==> src/rtl/trap_monitor.sv <==
// Trap/redirect controller: arbitrates miss, prioritised trap sources and jump; tracks privilege mode.
// Optional TRAP_SAVE_MODE_EN: keeps the pre-trap mode so that mode_set=11 can restore it.

module trap_monitor_src (
  input  logic clk,
  input  logic rst_n,
  input  logic req,
  input  logic take,
  input  logic blk,
  output logic pend,
  output logic elig
);
  // A request arriving in the same cycle as the take re-arms the bit.
  always_ff @(posedge clk) begin
    if (!rst_n)     pend <= 1'b0;
    else if (req)   pend <= 1'b1;
    else if (take)  pend <= 1'b0;
  end

  assign elig = pend & ~blk;
endmodule

module trap_monitor #(
  parameter int                NUM_SRC    = 4,
  parameter int                PC_W       = 16,
  parameter logic [PC_W-1:0]   VEC_BASE   = 16'h0000,
  parameter logic [PC_W-1:0]   VEC_STRIDE = 16'h0030,
  parameter logic [NUM_SRC-1:0] MASKABLE  = 4'b1000,
  parameter int                FLUSH_CYC  = 3,
  localparam int               CW         = (NUM_SRC > 1) ? $clog2(NUM_SRC) : 1
) (
  input  logic               clk,
  input  logic               rst_n,
  input  logic               miss,
  input  logic               jump,
  input  logic [PC_W-1:0]    new_pc,
  input  logic [PC_W-1:0]    branch_pc,
  input  logic [1:0]         mode_set,
  input  logic [NUM_SRC-1:0] src_req,
  output logic               j,
  output logic [PC_W-1:0]    j_r,
  output logic               store_current,
  output logic [1:0]         mode,
  output logic [CW-1:0]      cause,
  output logic               busy
);
  localparam int NW = (FLUSH_CYC > 1) ? $clog2(FLUSH_CYC) : 1;

  typedef enum logic {RUN, FLUSH} state_t;

  state_t             state, state_nx;
  logic [NW-1:0]      cnt, cnt_nx;
  logic [NUM_SRC-1:0] pend, elig, take, blk;
  logic [CW-1:0]      sel;
  logic               any, fire;
  logic [PC_W-1:0]    vec;

  assign blk = MASKABLE & {NUM_SRC{mode[1]}};

  trap_monitor_src u_src [NUM_SRC-1:0] (
    .clk  (clk),
    .rst_n(rst_n),
    .req  (src_req),
    .take (take),
    .blk  (blk),
    .pend (pend),
    .elig (elig)
  );

  // Lowest eligible index wins: scan from the top so the last hit is the smallest.
  always_comb begin
    sel = '0;
    for (int i = NUM_SRC - 1; i >= 0; i--)
      if (elig[i]) sel = CW'(i);
  end

  assign any  = |elig;
  assign fire = (state == RUN) & any & ~miss;
  assign take = fire ? (NUM_SRC'(1) << sel) : '0;
  assign vec  = VEC_BASE + PC_W'(sel) * VEC_STRIDE;

  always_ff @(posedge clk) begin
    if (!rst_n) begin
      state <= RUN;
      cnt   <= '0;
    end else begin
      state <= state_nx;
      cnt   <= cnt_nx;
    end
  end

  always_comb begin
    state_nx = state;
    cnt_nx   = cnt;
    case (state)
      RUN: if (fire) begin
        state_nx = FLUSH;
        cnt_nx   = NW'(FLUSH_CYC - 1);
      end
      FLUSH: begin
        if (cnt == '0) state_nx = RUN;
        else           cnt_nx   = cnt - 1'b1;
      end
      default: state_nx = RUN;
    endcase
  end

  always_comb begin
    j             = 1'b0;
    j_r           = '0;
    store_current = 1'b0;
    busy          = (state == FLUSH);
    if (miss) begin
      j   = 1'b1;
      j_r = branch_pc;
    end else if (fire) begin
      j             = 1'b1;
      j_r           = vec;
      store_current = 1'b1;
    end else if (jump) begin
      j   = 1'b1;
      j_r = new_pc;
    end
  end

`ifdef TRAP_SAVE_MODE_EN
  logic [1:0] saved_mode;

  always_ff @(posedge clk) begin
    if (!rst_n)    saved_mode <= 2'b11;
    else if (fire) saved_mode <= mode;
  end
`endif

  // Trap entry takes precedence over any mode command in the same cycle.
  always_ff @(posedge clk) begin
    if (!rst_n) begin
      mode  <= 2'b11;
      cause <= '0;
    end else if (fire) begin
      mode  <= {1'b1, mode[0]};
      cause <= sel;
    end else begin
      case (mode_set)
        2'b01: mode <= 2'b00;
        2'b10: mode <= 2'b01;
`ifdef TRAP_SAVE_MODE_EN
        2'b11: mode <= saved_mode;
`else
        2'b11: mode <= {1'b0, mode[0]};
`endif
        default: ;
      endcase
    end
  end
endmodule
==> config.mk <==
export PLATFORM = sky130hd
export DESIGN_NAME = trap_monitor
export DESIGN_NICKNAME = d
export VERILOG_FILES = /design/src/rtl/trap_monitor.sv
export SDC_FILE = /design/constraint.sdc
export NUM_CORES = 1
export LEC_CHECK = 0
export ABC_AREA = 1
export CAP_MARGIN = 20
export CORE_MARGIN = 1
export CORE_UTILIZATION = 60
export DETAILED_ROUTE_END_ITERATION = 8
export DONT_BUFFER_PORTS = 1
export HOLD_SLACK_MARGIN = 0.03
export PLACE_DENSITY = 0.78
export SLEW_MARGIN = 25
export SYNTH_ARGS = -nofsm -noshare
export SYNTH_HDL_FRONTEND = slang
export SYNTH_SLANG_ARGS = --single-unit
==> constraint.sdc <==
create_clock -name clk -period 4.9 [get_ports clk]
set_clock_uncertainty 0.05 [all_clocks]
set_input_delay 0.98 -clock clk [delete_from_list [all_inputs] [get_ports clk]]
set_output_delay 0.98 -clock clk [all_outputs]
set_load 0.01 [all_outputs]
## Word level (Yosys, flattened, before mapping)

Cells that the tools add are included.

| word-level totals | value |
|---|---|
| bits in read-only memories | 0 |
| output and inout bits | 23 |
| word-level logic and storage cells | 64 |
| memory bits (writable) | 0 |
| bits of input ports | 42 |
| bits in latches | 0 |
| memories kept | 0 |
| bits in registers | 11 |

| operators by class | value |
|---|---|
| div/mod/pow operators | 0 |
| order comparisons | 0 |
| add/sub/neg operators | 1 |
| bitwise logic cells | 9 |
| muxes and demuxes | 27 |
| equal/unequal tests | 5 |
| reduce and logical (&&, ||, !) cells | 11 |
| $mul | 1 |
| shifts and indexed selects | 1 |

Operator list:

| operator | number |
|---|---|
| $mux W16 | 3 |
| $mux W1 | 14 |
| $mux W2 | 6 |
| $reduce_bool A2 Y1 | 5 |
| $not A1 Y1 | 6 |
| $pmux W2 S3 | 1 |
| $eq A2 B2 Y1 const B | 2 |
| $mul A2 B2 Y4 const B | 1 |
| $mux W4 | 1 |
| $ne A2 B2 Y1 const B | 2 |
| $pmux W2 S2 | 1 |
| $reduce_or A4 Y1 | 1 |
| $shl A1 B2 Y4 const A | 1 |
| $and A1 B1 Y1 | 3 |
| $reduce_and A3 Y1 | 1 |
| $reduce_bool A3 Y1 | 1 |
| $eq A2 B1 Y1 const B | 1 |
| $logic_not A2 Y1 | 1 |
| $pmux W1 S2 | 1 |
| $reduce_and A2 Y1 | 1 |
| $reduce_or A2 Y1 | 1 |
| $sub A2 B1 Y2 const B | 1 |

## Longest topological paths before layout

Gate-level depths: netlist of the first run.

| depth | value |
|---|---|
| word-level depth | 10 |
| gate-level depth with buffers | 9 |
| mapped depth without buffers | 9 |

## By module

A second synthesis of the first run with hierarchy kept.

| second synthesis, totals | value |
|---|---|
| cell total of the unflattened synthesis | 165 |
| area, all modules | 968.4 µm² |

Modules (own cells, without submodules):

| module | area each (µm²) | sequential area each (µm²) | times used | cells each |
|---|---|---|---|---|
| trap_monitor | 763.2 | 140.1 | 1 | 133 |
| trap_monitor_src | 51.3 | 20.0 | 4 | 8 |

## Worst setup path after synthesis of the first run

Ideal clock, no wire load.

| timing | value |
|---|---|
| path type | input -> output |
| from | input miss |
| to | output j_r[6] |
| arrival | 1.708 ns |
| buffers on the path | 2 |
| stages on the path | 7 |
| path slack | 2.162 ns |
| required time | 3.870 ns |
| cell sequence | buf_6 nor2_4 nand2_2 buf_6 nand2_1 nand2_1 o21ai_1 |

| between the ends | value |
|---|---|
| longest elaborated chain between the ends | 4 |

RTL lines:

| what | RTL line | source |
|---|---|---|
| start: declaration | 34 | `input logic miss,` |
| $not A1 Y1 | 78 | `assign fire = (state == RUN) & any & ~miss;` |
| $and A1 B1 Y1 | 78 |  |
| $mux W16 | 116 | `end else if (fire) begin` |
| $mux W16 * | 113 | `if (miss) begin` |
| end: declaration | 41 | `output logic [PC_W-1:0] j_r,` |

Mark *: on every way between the ends. The rest lies on a longest branch, timed or not.

## Final worst setup path of the first run

| timing | value |
|---|---|
| from | input miss |
| to | output j_r[4] |

Same word-level chain as after synthesis.

==> metrics.md, run 1 <==
| Metric | Value |
|---|---|
| Die area | `0.00169 mm²` |
| Clock Latency Late Sink | `260 ps` |
| Io pins | `65` |
| Global placer's final weighted congestion | `0.712` |
| IO Port Bufs | `0` |
| Worst-margin pin slew | `720 ps` |
| Final HPWL DP | `1.37 mm` |
| 1st-pass router iterations | `4` |
| Placeable core area | `0.00137 mm²` |
| #FFs+latches synth | `11` |
| Combinational power share | `27.2%` |
| Unrepaired setup endpoints after global routing | `false` |
| Sequential share of the synthesized area | `24.0%` |
| Dpl cells | `roughly 160` |
| Pin count of the biggest net entering global routing | `32` |
| Count of different cell masters after synthesis | `21` |
| Status | `complete, no violations` |
| Gr ovfl total | `0` |
| Worst Setup Start Kind | `primary input` |
| Synthesis-to-layout area growth | `-1.36%` |
| CTS root buf | `clkbuf_4` |
| Initial Util | `about two thirds` |
| Crit Path Max Fanout | `31` |
| Htree depth | `1` |
| Overall routing resource usage | `19.4%` |
| ANT nets after route | `0` |
| DRT iter0 DRCs | `6` |
| Worst Path Arrival | `1970 ps` |
| CP endpoint kind | `primary output` |
| Gate count after technology mapping | `around 150` |
| Post_cts resized | `0` |
| DR top layer | `met3` |
| Vias per cell | `~5.3` |
| Drt wl/cell | `10.5 µm` |
| Sw Share | `34.2%` |
| Met2 WL post-DR | `869 µm` |
| Place WS | `between 1500 and 2000 ps` |
| Vias in the first global route | `about 610` |
| Synth top area share | `24.0%` |
| Crit share post-route | `between 60% and 70%` |
| M1 WL | `665 µm` |
| Die width | `41.1 µm` |
| Setup tns final | `0 ps` |
| Antenna violations before repair | `0` |
| Crit path kind | `in2out` |
| Int Power | `approximately 150 µW` |
| Peak VDD IR | `0.000171 V` |
| Syn Area/Cell | `6.21 µm²` |
| Clk sinks | `11` |
| Leak | `a little over 0.0005 µW` |
| CTS tree | `yes` |
| Final wirelength | `1.67 mm` |
| Flop pwr share | `46.2%` |
| Metal3 WL | `~140 µm` |
| First-pass GRT wire length | `2.20 mm` |
| Pwr per Cell Area | `approximately 250 mW/mm²` |
| Max Cap Violations | `0` |
| Hold WC Path Type | `reg2reg` |
| Slew Limit Headroom | `51.8%` |
| Setup bufs post-CTS | `0` |
| Post-route DRC violation count | `0` |
| Yosys warning count | `0` |
| Synth Cell Area | `918 µm²` |
| Finished Layout Cells | `160` |
| Nets | `between 150 and 200` |
| Final Util | `66.3%` |
| Max Clk Rate | `0.333 GHz` |
| Area leader, netlist | `dfxtp_1` |
| Hold Fails Final Rpt | `0` |
| Clock share of power | `approximately a quarter` |
| Post-CTS Hold Buffers | `0` |
| Worst-path clk slew | `~60 ps` |
| Setup violations, final | `0` |
| Worst setup margin | `1900 ps` |
| Cts bufs inserted | `3` |
| Slew Viols, Final | `0` |
| P_sw | `77.1 µW` |
| Synth top area cells | `dfxtp_1, nand2_1, nand3_1` |
| Via count | `840` |
| Die height | `roughly 41 µm` |
| Rows | `13` |
| CP required | `3870 ps` |
| Syn_nets | `197` |
| Fraction of layout cells with a size suffix above 1 | `8.28%` |
| Clk buf depth | `2` |
| Diode count | `0` |
| Period minus WS final | `3000 ps` |
## critical path, cell delays in order
cell     delay, ps
nor2_4          90
nand2_2        320
inv_1          260
nand2_1        100
nand2_1         70
nand2_1         50
nand2_1        100
## path summary, 6_finish.rpt
path / slack, ps / start / cells after the start / to
worst min register to register: 390 / cnt[0] / 1 / cnt[0]
worst min-delay path: 390 / cnt[0] / 1 / cnt[0]
worst max register to register: 3270 / mode[1] / 7 / cause[0]
worst max-delay path: 1900 / miss / 7 / j_r[4]
## power by group through the flow
stage	Combinational [µW]	Sequential [µW]	Clock [µW]
final	61.5	104	59.9
after detailed placement	62.4	106	0
after CTS	62.5	104	63.9
after global routing	73.9	106	66.6
after floorplan	62.9	104	0
after global placement	60.8	106	0
## cell usage after synthesis
library cell / count
a21oi_1: 11
nand2_1: 51
nand4_1: 1
buf_4: 2
inv_1: 21
dfxtp_1: 11
nor2_1: 4
nor3_1: 1
nand3_1: 20
nand3_2: 3
ha_1: 7
nor2_2: 2
nand2_2: 2
clkinv_1: 1
nor2_4: 1
inv_2: 1
o21bai_1: 3
clkbuf_1: 1
buf_2: 1
o21ai_1: 1
buf_6: 3
## layout make-up
| type | count | area (µm²) |
|---|---|---|
| clock buffers | 4 | 26.3 |
| fillers | 136 | 460 |
| inverters | 23 | 86.3 |
| multi-input cells | 107 | 554 |
| flip-flops and latches | 11 | 220 |
| well taps | 15 | 18.8 |
## state kept, by name, indices dropped and copies added, names as in the netlist
register,cells
mode,2
busy,1
u_src.pend,4
cnt,2
cause,2
## placed cells by master (no fill, tap or decap), types with 2 or more instances in the layout
cell | synthesis | layout
nand2_1 | 51 | 51
inv_1 | 21 | 21
nand3_1 | 20 | 20
a21oi_1 | 11 | 11
dfxtp_1 | 11 | 11
ha_1 | 7 | 7
nor2_1 | 4 | 4
nand3_2 | 3 | 3
o21bai_1 | 3 | 3
clkbuf_4 | 0 | 3
nor2_2 | 2 | 2
nand2_2 | 2 | 2
## metal layers
layer  up-vias  track usage, %
li1        452               -
met1       352            21.1
met3         0            9.24
met2        36            35.9
met5         -               0
met4         0               0
## through the flow
stage | instance area [µm²] | power (µW) | hold slack, ps
4_1_cts | 906 | 231 | 387
3_5_place_dp | 880 | 169 | 375
6_report | 906 | 226 | 387
3_3_place_gp | 880 | 167 | 364
5_1_grt | 906 | 246 | 426
2_1_floorplan | 918 | 167 | 357
## kinds of logic after synthesis
logic type	count (synthesis)	share of synthesized area, %
simple gates	85	41.8
buf+inv	30	15.7
compound gates	15	8.99
fa+ha+maj	7	9.54
flops	11	24.0
No activity file was read; power rests on OpenSTA's default activity.
==> inputs of run 2 (changes only) <==
--- a/config.mk
+++ b/config.mk
@@ -8,11 +8,11 @@
 export ABC_AREA = 1
 export CAP_MARGIN = 20
 export CORE_MARGIN = 1
-export CORE_UTILIZATION = 60
+export CORE_UTILIZATION = 55
 export DETAILED_ROUTE_END_ITERATION = 8
 export DONT_BUFFER_PORTS = 1
 export HOLD_SLACK_MARGIN = 0.03
-export PLACE_DENSITY = 0.78
+export PLACE_DENSITY = 0.75
 export SLEW_MARGIN = 25
 export SYNTH_ARGS = -nofsm -noshare
 export SYNTH_HDL_FRONTEND = slang
==> constraint.sdc (replaced) <==
create_clock -name clk -period 2.7 [get_ports clk]
set_clock_uncertainty 0.05 [all_clocks]
set_input_delay 0.54 -clock clk [delete_from_list [all_inputs] [get_ports clk]]
set_output_delay 0.54 -clock clk [all_outputs]
set_load 0.01 [all_outputs]
==> metrics.md, run 2 (synthesized netlist as in run 1, its figures left out) <==
| Metric | Value |
|---|---|
| 1st-pass router iterations | `4 (unchanged)` |
| Clk buf depth | `2 (unchanged)` |
| First-pass GRT wire length | `2.81 mm (+28%)` |
| Max Cap Violations | `0 (unchanged)` |
| Crit Path Max Fanout | `4 (-87%)` |
| Die height | `42.9 µm (+4.2%)` |
| Slew Limit Headroom | `51.4% (-0.48 points)` |
| Min Hold Slack | `304 ps (-82.3 ps)` |
| Worst-margin pin slew | `727 ps (+7.11 ps)` |
| Leak | `0.000513 µW (+0.89%)` |
| Final wirelength | `1.80 mm (+7.6%)` |
| Vias per cell | `5.44 (+3.6%)` |
| Setup tns final | `0 ps (unchanged)` |
| Busiest layer in global routing | `met2` |
| Post_cts resized | `0 (unchanged)` |
| Post-CTS Hold Buffers | `0 (unchanged)` |
| IO Port Bufs | `0 (unchanged)` |
| Global placer's final weighted congestion | `0.803 (+13%)` |
| CP required | `2110 ps (-1760 ps)` |
| Final HPWL DP | `1.42 mm (+3.8%)` |
| Pwr Total | `418 µW (+85%)` |
| Pin count of the biggest net entering global routing | `23 (-28%)` |
| Die width | `42.9 µm (+4.2%)` |
| Crit share post-route | `86.2%` |
| Worst path slowest cell | `dfxtp_1` |
| Most frequent cells in the layout | `nand2_1, inv_1, nand3_1` |
| Post-route DRC violation count | `0 (unchanged)` |
| Hold WC Path Type | `in2reg` |
| CP Cell Sequence | `inv_1 -> nand3_1 -> a21oi_1 -> inv_1 -> ha_1 -> inv_1 -> nand2_1 -> nand3_1 -> nand2_1` |
| Met3 Usage GRT | `8.09% (-1.2 points)` |
| CP most frequent cell | `inv_1` |
| Slew Viols, Final | `0 (unchanged)` |
| Met2 usage in global routing | `35.5% (-0.48 points)` |
| Crit path kind | `reg2out` |
| Overall routing resource usage | `19.9% (+0.51 points)` |
| Max Clk Rate | `~0.43 GHz` |
| Rows | `14 (+1)` |
| Peak VDD IR | `0.000260 V (+52%)` |
| CTS root buf | `clkbuf_4` |
| Met1 Use GR | `22.1% (+1.0 points)` |
| Via count | `881 (+4.9%)` |
| Vias in the first global route | `709 (+17%)` |
| CP endpoint kind | `primary output` |
| Status | `complete, no violations` |
| ANT nets after route | `0 (unchanged)` |
| Synthesis-to-layout area growth | `-0.409%` |
| DRT iter0 DRCs | `16 (+10)` |
| Htree depth | `1 (unchanged)` |
| Top reg by flops | `u_src.pend` |
| Final Util | `59.3% (-7.0 points)` |
| Gr ovfl total | `0 (unchanged)` |
| Io pins | `65 (unchanged)` |
| R2r setup slk | `1180 ps (-2090 ps)` |
| Period minus WS final | `2330 ps` |
| Setup violations, final | `0 (unchanged)` |
| Cts bufs inserted | `3 (unchanged)` |
| CP peak stage delay | `360 ps (+40 ps)` |
| Placeable core area | `0.00154 mm² (+13%)` |
| Worst Setup Start Kind | `flip-flop` |
| Fraction of layout cells with a size suffix above 1 | `8.90% (+0.63 points)` |
| Initial Util | `59.6% (-7.6 points)` |
| Drt wl/cell | `11.1 µm (+6.3%)` |
| Clk sinks | `11 (unchanged)` |
| Nets | `196 (+0.51%)` |
| Die area | `0.00184 mm² (+8.6%)` |
| Pwr per Cell Area | `457 mW/mm² (+84%)` |
| CTS tree | `yes` |
| Worst-path clk slew | `70 ps (about the same)` |
| Unrepaired setup endpoints after global routing | `false` |
| Diode count | `0 (unchanged)` |
| Antenna violations before repair | `0 (unchanged)` |
| Setup bufs post-CTS | `0 (unchanged)` |
| Clock Latency Late Sink | `270 ps (about the same)` |
| Max reg flops | `4 (unchanged)` |
| Commonest non-fill, non-tap cell in the layout | `nand2_1` |
| Worst Path Arrival | `1740 ps (-230 ps)` |
| Hold Fails Final Rpt | `0 (unchanged)` |
| Filler cell count | `166 (+22%)` |
run 2: cell types whose count changed in the layout (fill, tap and decap cells not counted), sizes merged:
cell	delta
buf	+1
run 2: metal layers:
metal	wire length [µm]	vias to the layer above
li1	-	456
met2	908	35
met4	8	0
met3	138	2
met1	746	388
met5	0	-
run 2: through the flow:
stage               std cells  cell area, µm²  worst slack (ps)
CTS                       162             915               360
global placement          158             888               722
floorplan                 148             918               842
finish                    162             915               372
global route              162             915               228
detailed placement        158             888               656
run 2: layout make-up:
cell class / instances / area, µm² / share of cell area, %
clock buffers: 4 / 26.3 / 2.87
inverters: 23 / 86.3 / 9.44
multi-input cells: 107 / 554 / 60.6
flip-flops and latches: 11 / 220 / 24.1
well taps: 16 / 20.0 / 2.19
repair buffers: 1 / 7.51 / 0.821
run 2: worst max-delay path: cells and delay by family, from the launching register on:
kind / cells / cell delay (ps)
compound gates: 1 / 280
fa+ha+maj: 1 / 310
buf+inv: 3 / 250
flops: 1 / 360
simple gates: 4 / 270
run 2: where the power goes:
group          leakage [µW]  switching [µW]  total (µW)  internal, µW
clock network     0.0000150            56.5         114          57.3
registers         0.0000911            13.5         189           175
logic              0.000407            76.5         116          39.2
total              0.000513             147         418           271
run 2: final timing paths:
kind                start       to  cells past startpoint
hold / removal      rst_n  mode[0]                      1
setup reg to reg  mode[1]  mode[0]                      8
setup / recovery  mode[1]   j_r[5]                      9
hold reg to reg    cnt[0]   cnt[0]                      1
